==> config.mk <==
export PLATFORM = sky130hd
export DESIGN_NAME = vedic_add_pipe
export DESIGN_NICKNAME = d
export VERILOG_FILES = /design/src/rtl/vedic_pkg.sv /design/src/rtl/vedic_add_seg.sv /design/src/rtl/vedic_add_pipe.sv
export SDC_FILE = /design/constraint.sdc
export NUM_CORES = 1
export LEC_CHECK = 0
export BUFFER_PORTS_ARGS = -buffer_cell sky130_fd_sc_hd__buf_4
export CORE_ASPECT_RATIO = 0.9
export CORE_MARGIN = 2
export CORE_UTILIZATION = 40
export DETAILED_ROUTE_END_ITERATION = 8
export PLACE_DENSITY = 0.74
export SLEW_MARGIN = 0
export SYNTH_ARGS = -nofsm -noshare
export SYNTH_HDL_FRONTEND = slang
export SYNTH_SLANG_ARGS = --single-unit
==> constraint.sdc <==
create_clock -name clk -period 1.85 [get_ports clk]
set_clock_uncertainty 0.1 [all_clocks]
set_input_delay 0.0925 -clock clk [delete_from_list [all_inputs] [get_ports clk]]
set_output_delay 0.0925 -clock clk [all_outputs]
set_load 0.01 [all_outputs]
==> src/rtl/vedic_pkg.sv <==
// Shared definitions for the pipelined Vedic partial-product adder: op codes,
// stage count helper and the segment add used by every pipeline stage.
package vedic_pkg;

  localparam logic OP_ADD = 1'b0;
  localparam logic OP_SUB = 1'b1;

  // Widest carry-chain segment the segment helper supports.
  localparam int SEG_MAX_W = 32;

  function automatic int nseg_f(input int a_w, input int seg_w);
    return a_w / seg_w;
  endfunction

  // Operands arrive zero-extended, so the carry out of a w-bit segment is bit w of the result.
  function automatic logic [SEG_MAX_W:0] seg_add(input logic [SEG_MAX_W-1:0] x,
                                                 input logic [SEG_MAX_W-1:0] y,
                                                 input logic               ci);
    return {1'b0, x} + {1'b0, y} + {{SEG_MAX_W{1'b0}}, ci};
  endfunction

endpackage

==> src/rtl/vedic_add_seg.sv <==
// One carry-chain pipeline stage: adds segment LO_W +: SEG_W, registers sum and carry,
// and carries the finished lower result bits and the not-yet-added upper operand bits.
module vedic_add_seg
  import vedic_pkg::*;
#(
  parameter int SEG_W = 4,
  parameter int LO_W  = 0,
  parameter int HI_W  = 4
) (
  input  logic                        clk,
  input  logic                        rst_n,
  input  logic                        load,
  input  logic                        adv,
  input  logic [LO_W+SEG_W+HI_W-1:0]  s_i,
  input  logic [LO_W+SEG_W+HI_W-1:0]  a_i,
  input  logic [LO_W+SEG_W+HI_W-1:0]  bx_i,
  input  logic                        c_i,
  output logic                        v_o,
  output logic [LO_W+SEG_W+HI_W-1:0]  s_o,
  output logic [LO_W+SEG_W+HI_W-1:0]  a_o,
  output logic [LO_W+SEG_W+HI_W-1:0]  bx_o,
  output logic                        c_o
);

  localparam int W = LO_W + SEG_W + HI_W;
  localparam logic [W-1:0] LO_MASK = {W{1'b1}} >> (W - LO_W);
  localparam logic [W-1:0] HI_MASK = {W{1'b1}} << (LO_W + SEG_W);

  logic           v_q, v_d;
  logic           c_q, c_d;
  logic [W-1:0]   s_q, s_d;
  logic [W-1:0]   a_q, a_d;
  logic [W-1:0]   bx_q, bx_d;
  logic [SEG_W:0] sum_w;

  always_comb begin
    sum_w = (SEG_W+1)'(seg_add(SEG_MAX_W'(a_i[LO_W +: SEG_W]),
                               SEG_MAX_W'(bx_i[LO_W +: SEG_W]), c_i));
    v_d  = v_q;
    c_d  = c_q;
    s_d  = s_q;
    a_d  = a_q;
    bx_d = bx_q;
    if (load) begin
      v_d  = 1'b1;
      c_d  = sum_w[SEG_W];
      s_d  = (s_i & LO_MASK) | (W'(sum_w[SEG_W-1:0]) << LO_W);
      a_d  = a_i & HI_MASK;
      bx_d = bx_i & HI_MASK;
    end else if (adv) begin
      v_d = 1'b0;
    end
  end

  always_ff @(posedge clk or negedge rst_n) begin
    if (!rst_n) begin
      v_q  <= 1'b0;
      c_q  <= 1'b0;
      s_q  <= '0;
      a_q  <= '0;
      bx_q <= '0;
    end else begin
      v_q  <= v_d;
      c_q  <= c_d;
      s_q  <= s_d;
      a_q  <= a_d;
      bx_q <= bx_d;
    end
  end

  assign v_o  = v_q;
  assign c_o  = c_q;
  assign s_o  = s_q;
  assign a_o  = a_q;
  assign bx_o = bx_q;

endmodule

==> src/rtl/vedic_add_pipe.sv <==
// Pipelined unequal-width adder/subtractor: the carry chain is cut into SEG_W-bit
// segments with one register stage each, so results appear NSEG cycles after acceptance.
module vedic_add_pipe
  import vedic_pkg::*;
#(
  parameter int A_W   = 8,
  parameter int B_W   = 4,
  parameter int SEG_W = 4
) (
  input  logic           clk,
  input  logic           rst_n,
  input  logic           in_valid,
  output logic           in_ready,
  input  logic [A_W-1:0] a,
  input  logic [B_W-1:0] b,
  input  logic           sub,
  output logic           out_valid,
  input  logic           out_ready,
  output logic [A_W-1:0] s,
  output logic           cout
);

  localparam int NSEG = nseg_f(A_W, SEG_W);

  if (A_W % SEG_W != 0) begin : g_bad_seg_w
    $error("vedic_add_pipe: A_W must be a multiple of SEG_W");
  end
  if (B_W > A_W) begin : g_bad_b_w
    $error("vedic_add_pipe: B_W must not exceed A_W");
  end
  if (SEG_W > SEG_MAX_W) begin : g_bad_seg_max
    $error("vedic_add_pipe: SEG_W exceeds SEG_MAX_W");
  end

  logic [A_W-1:0]            bx;
  logic [NSEG:0][A_W-1:0]    s_c;
  logic [NSEG:0]             c_c;
  logic [NSEG-1:0][A_W-1:0]  a_c, bx_c;
  logic [NSEG-1:0][A_W-1:0]  a_n, bx_n;
  logic [NSEG-1:0]           v, load, adv, free;
  logic [A_W-1:0]            unused_a_tail, unused_bx_tail;

  assign bx      = A_W'(b);
  assign s_c[0]  = '0;
  assign a_c[0]  = a;
  assign bx_c[0] = (sub == OP_SUB) ? ~bx : bx;
  assign c_c[0]  = (sub == OP_ADD) ? 1'b0 : 1'b1;

  // Handshake: a transfer happens on valid && ready at either end. Stage k is free when it
  // is empty or advancing into stage k+1 (the last stage advances on out_ready), so bubbles
  // collapse under stall. in_ready depends on out_ready and stage valids, never on in_valid.
  always_comb begin
    adv  = '0;
    free = '0;
    load = '0;
    adv[NSEG-1]  = v[NSEG-1] && out_ready;
    free[NSEG-1] = !v[NSEG-1] || out_ready;
    for (int k = NSEG - 2; k >= 0; k--) begin
      adv[k]  = v[k] && free[k+1];
      free[k] = !v[k] || adv[k];
    end
    load[0] = in_valid && free[0];
    for (int k = 1; k < NSEG; k++) begin
      load[k] = v[k-1] && free[k];
    end
  end

  for (genvar k = 0; k < NSEG; k++) begin : g_seg
    vedic_add_seg #(
      .SEG_W (SEG_W),
      .LO_W  (k * SEG_W),
      .HI_W  (A_W - (k + 1) * SEG_W)
    ) u_seg (
      .clk   (clk),
      .rst_n (rst_n),
      .load  (load[k]),
      .adv   (adv[k]),
      .s_i   (s_c[k]),
      .a_i   (a_c[k]),
      .bx_i  (bx_c[k]),
      .c_i   (c_c[k]),
      .v_o   (v[k]),
      .s_o   (s_c[k+1]),
      .a_o   (a_n[k]),
      .bx_o  (bx_n[k]),
      .c_o   (c_c[k+1])
    );
    if (k < NSEG - 1) begin : g_fwd
      assign a_c[k+1]  = a_n[k];
      assign bx_c[k+1] = bx_n[k];
    end
  end

  // The last stage has no upper operand bits left to forward.
  assign unused_a_tail  = a_n[NSEG-1];
  assign unused_bx_tail = bx_n[NSEG-1];

  assign in_ready  = free[0];
  assign out_valid = v[NSEG-1];
  assign s         = s_c[NSEG];
  assign cout      = c_c[NSEG];

endmodule

=== Word-level counts from Yosys, hierarchy flattened ===
Index checks and enable logic that the tools add are counted.

* Register bits: 24
* Bits in latches: 0
* Memory bits (writable): 0
* ROM bits: 0
* Output and inout port bits: 11
* Memories kept: 0

* $add $sub $neg: 4
* Multiply operators: 0
* Div/mod/pow operators: 0
* $lt $le $gt $ge: 0
* Equal/unequal tests: 0
* Shift-type cells: 0
* Multiplexer cells: 6
* Bitwise operators: 2
* Reduce and logical (&&, ||, !) cells: 9

{| class="wikitable"
|+ Operators with widths
! cell !! number
|-
| 4-bit by 4-bit adder with 5-bit output || 2
|-
| 5-bit by 1-bit adder with 5-bit output || 2
|-
| 8-bit two-way mux || 1
|-
| 4-bit inverter with 8-bit output || 1
|-
| 4-bit by 8-bit bitwise OR with 8-bit output || 1
|-
| 1-bit two-way mux || 5
|-
| 2-bit nonzero test || 2
|-
| 1-bit logical AND || 3
|-
| 1-bit zero test || 2
|-
| 1-bit logical OR || 2
|}

=== Depth between registers and ports, before layout ===
* Word-level depth: 6
* Gate-level depth with buffers: 7

=== Hierarchy ===
Synthesis repeated with hierarchy kept, for this count alone.

* Cell total of the unflattened synthesis: 140
* Area, all modules: 1,540.2 um2

{| class="wikitable"
|+ By module, submodules not included
! module !! instances !! cells each !! area an instance (um2) !! sequential area each (um2)
|-
| vedic_add_seg at g_seg[0].u_seg || 1 || 65 || 799.5 || 350.3
|-
| vedic_add_seg at g_seg[1].u_seg || 1 || 65 || 670.6 || 250.2
|-
| vedic_add_pipe || 1 || 10 || 70.1 || 0.0
|}

=== Worst setup path after synthesis ===
No wires, ideal clock.

* Path type: register to register
* From: reg g_seg[0].u_seg.bx_q[6]
* To: reg g_seg[1].u_seg.c_q
* Setup time: 0.128 ns
* Arrival time: 1.469 ns
* Setup slack: 0.153 ns
* Stages on the path, launching flop included: 8
* Path buffers: 0
* Cell sequence: dfrtp_1 fa_1 inv_1 fa_1 inv_1 a21o_1 a21oi_1 o21ai_0

* Longest elaborated chain between the ends: 2

{| class="wikitable"
|+ Ends and longest elaborated chain
! element !! RTL line !! source
|-
| start: declaration || vedic_add_seg.sv:33 || <nowiki>logic [W-1:0] bx_q, bx_d;</nowiki>
|-
| start signal: assignment || vedic_add_seg.sv:61 || <nowiki>bx_q <= '0;</nowiki>
|-
| start signal: assignment || vedic_add_seg.sv:67 || <nowiki>bx_q <= bx_d;</nowiki>
|-
| 4-bit by 4-bit adder with 5-bit output || vedic_pkg.sv:19 || <nowiki>return {1'b0, x} + {1'b0, y} + {{SEG_MAX_W{1'b0}}, ci};</nowiki>
|-
| 5-bit by 1-bit adder with 5-bit output || vedic_pkg.sv:19 ||
|-
| end signal: assignment || vedic_add_seg.sv:58 || <nowiki>c_q <= 1'b0;</nowiki>
|-
| end signal: assignment || vedic_add_seg.sv:64 || <nowiki>c_q <= c_d;</nowiki>
|-
| end: declaration || vedic_add_seg.sv:30 || <nowiki>logic c_q, c_d;</nowiki>
|}

No other way between the ends.
A chain may end at the register's enable or synchronous reset.

=== Final worst setup path ===
* From: in a[0]
* To: reg g_seg[0].u_seg.c_q

* Longest elaborated chain between the ends: 2

{| class="wikitable"
|+ Ends and longest elaborated chain
! element !! RTL line !! source
|-
| start: declaration || vedic_add_pipe.sv:14 || <nowiki>input logic [A_W-1:0] a,</nowiki>
|-
| 4-bit by 4-bit adder with 5-bit output || vedic_pkg.sv:19 ||
|-
| 5-bit by 1-bit adder with 5-bit output || vedic_pkg.sv:19 ||
|-
| end signal: assignment || vedic_add_seg.sv:58 ||
|-
| end signal: assignment || vedic_add_seg.sv:64 ||
|-
| end: declaration || vedic_add_seg.sv:30 ||
|}

No other way between the ends.

==> qor.yml <==
grt_overflow: 0
cts_root_buffer: "clkbuf_4"
grt_usage: 0.153
n_fill_cell: 204
yosys_warnings: 0
post-route-period-util: 0.942
gp_congestion: 0.773
hold_viol: 0
netlist.top_cell.by_area: "dfrtp_1"
worst_setup_path_start_kind: "input pin"
end_kind: "register"
ys_seq_elements: 21
die_y_um: 53.0
setup-tns-final_ns: 0
clkTransAtPathRegs_ns: 0.12
final_cell_area_um2: 1480
grt_pass1_wl_um: 3380
status: "completed"
hold_class: "in2reg"
vias: 760
dp_hpwl_um: 1400
drive_gt1_frac: 0.414
io_pins: 28
cts_buffer_depth: 2
hold_depth: 3
fin_nets: 155
drtIter0Drc: 8
synth_cell_type_count: 16
totalWireLength_um: 1960
layout_commonest_cell: "buf_4"
path_depth: 7
rr_endpoint: "g_seg[1].u_seg.c_o$_DFFE_PN0P_"
max_stage_delay_ns: 0.53
antenna_found_initial: 0
core_area_um2: 2490
wire_per_inst_um: 12.6
min_period_ns: 1.74
rsz0062_at_grt: "no"
die_w_um: 58.5
drt-vias-per-instance: 4.87
ant_nets: 0
cts_tree: "built"
first_global_vias: 787
ir_worst_vdd_mv: 0.588
arrival_ns: 1.83
reg2reg_from: "g_seg[0].u_seg.a_o[4]$_DFFE_PN0P_"
crit_slowest_cell: "dlygate4sd3_1"
grt_max_degree: 22
finalSetupViolCount: 0
first_pass_iters: 2
synth_area_leaders: "dfrtp_1, mux2_2, ha_1"
synth_nets: 111
slew_violations: 0
syn_area_um2: 1070
place_area_um2: 1310
slew_headroom: 0.676
drc: 0
die_area_um2: 3100
crit_start: "a[0]"
r2r_cells: 7
mostFrequentLayoutCells: "buf_4, dfrtp_1, mux2_2"
netlist_instances: 85
crit_fanout: 2
r2r_slack_ns: 0.12
synth_top_area_share: 0.492
critPathTopFamily: "buffers and inverters"
endpoint: "g_seg[0].u_seg.c_o$_DFFE_PN0P_"
cts.htree.levels: 1
tightest_slew_ns: 0.484
area_delta_synth_final_pct: 38.6
maxCapViolations: 0
crit_buf_inv: 2
power.leakage_uw: 0.000725
worstSetupPathType: "in2reg"
io_buffers: 27
numCtsBuffers: 3
cp.required_ns: 1.94
worstSkewPairLatency_ns: 0.31
cts_sinks: 21
ys_seq_area_frac: 0.492
avgSynthCellArea_um2: 12.6
power_density_nw_per_um2: 984
crit_chain: "dlygate4sd3_1, buf_4, mux2_4, fa_1, a21o_1, a21oi_1, o21ai_0"
antenna_cells: 0
max_freq_ghz: 0.574
start_util: 0.429
row_count: 17
-- state kept, by name, summed over array words and instances, names as in the netlist --
register          flops
g_seg.u_seg.v_o       2
g_seg.u_seg.a_o       4
g_seg.u_seg.s_o      12
g_seg.u_seg.bx_o      1
g_seg.u_seg.c_o       2
-- cell families after synthesis --
logic type,count (synthesis),synth area share
flip-flops,21,0.492
buffers and inverters,6,0.0234
XOR/XNOR,8,0.0657
AND/OR/NAND/NOR,13,0.0563
multiplexers,13,0.141
adder cells (fa/ha/maj),9,0.127
AO/OA/AOI/OAI,15,0.0950
-- synthesized netlist by cell type --
library cell and instances:
dfrtp_1 21, mux2_2 12, nand2_1 9, o21ai_0 7
ha_1 6, xor2_1 5, a21o_1 4, inv_1 4
a21oi_1 3, fa_1 3, nand2b_1 3, xnor2_1 3
buf_2 2, a31oi_4 1, mux2_4 1, nand3b_1 1
-- routing by layer --
| layer | vias up | track usage | wire [um] |
|---|---|---|---|
| li1 | 375 | - | - |
| met1 | 359 | 0.180 | 887 |
| met2 | 22 | 0.264 | 925 |
| met3 | 4 | 0.0147 | 91 |
| met4 | 0 | 0.105 | 56 |
| met5 | - | 0 | 0 |
-- cell type report --
class / instances / area, um^2 / area share
Multi-Input combinational cell: 58 / 537 / 0.363
Sequential cell: 21 / 526 / 0.355
Clock buffer: 3 / 22.5 / 0.0152
Inverter: 4 / 15.0 / 0.0102
Timing Repair Buffer: 41 / 339 / 0.229
Tap cell: 28 / 35.0 / 0.0237
Clock inverter: 1 / 5.00 / 0.00338
-- timing repair --
action / in CTS / in global routing
setup endpoints to repair: 0 / 2
buffers inserted: 0 / 2
gates resized for setup: 0 / 7
hold buffers: 10 / 0
endpoints found under the hold margin: 29 / 0
-- per-stage QoR --
stage | worst slack (ns) | instances | hold slack, ns | power [uW] | util
finish | 0.108 | 156 | 0.00954 | 1460 | 0.594
global route | 0.0196 | 156 | 0.0100 | 1580 | 0.594
floorplan | 0.153 | 85 | -0.303 | 967 | -
CTS | 0.0149 | 154 | 0.00316 | 1450 | 0.578
detailed placement | 0.0842 | 140 | -0.109 | 1210 | 0.526
global placement | 0.132 | 140 | -0.112 | 1190 | 0.526
-- worst register-to-register path, delay by kind of cell, from the launching register on --
kind,cells,cell delay [ns]
fa+ha+maj,2,0.59
flops,1,0.42
buf+inv,2,0.13
compound gates,3,0.37
-- power by group --
part	internal [uW]	total (uW)	switching, uW
registers	590	662	72.1
clock network	80.9	226	146
logic	326	567	241
total	997	1460	459
-- worst min path at each step --
stage               startpoint                                 to  slack [ns]
floorplan                rst_n  g_seg[0].u_seg.a_o[4]$_DFFE_PN0P_       -0.30
global route              b[0]  g_seg[0].u_seg.s_o[0]$_DFFE_PN0P_        0.01
CTS                       b[0]  g_seg[0].u_seg.s_o[0]$_DFFE_PN0P_       0.003
global placement         rst_n  g_seg[0].u_seg.a_o[7]$_DFFE_PN0P_       -0.11
finish                    b[0]  g_seg[0].u_seg.s_o[0]$_DFFE_PN0P_        0.01
detailed placement       rst_n  g_seg[0].u_seg.a_o[7]$_DFFE_PN0P_       -0.11
No activity file was read; power rests on OpenSTA's default activity.
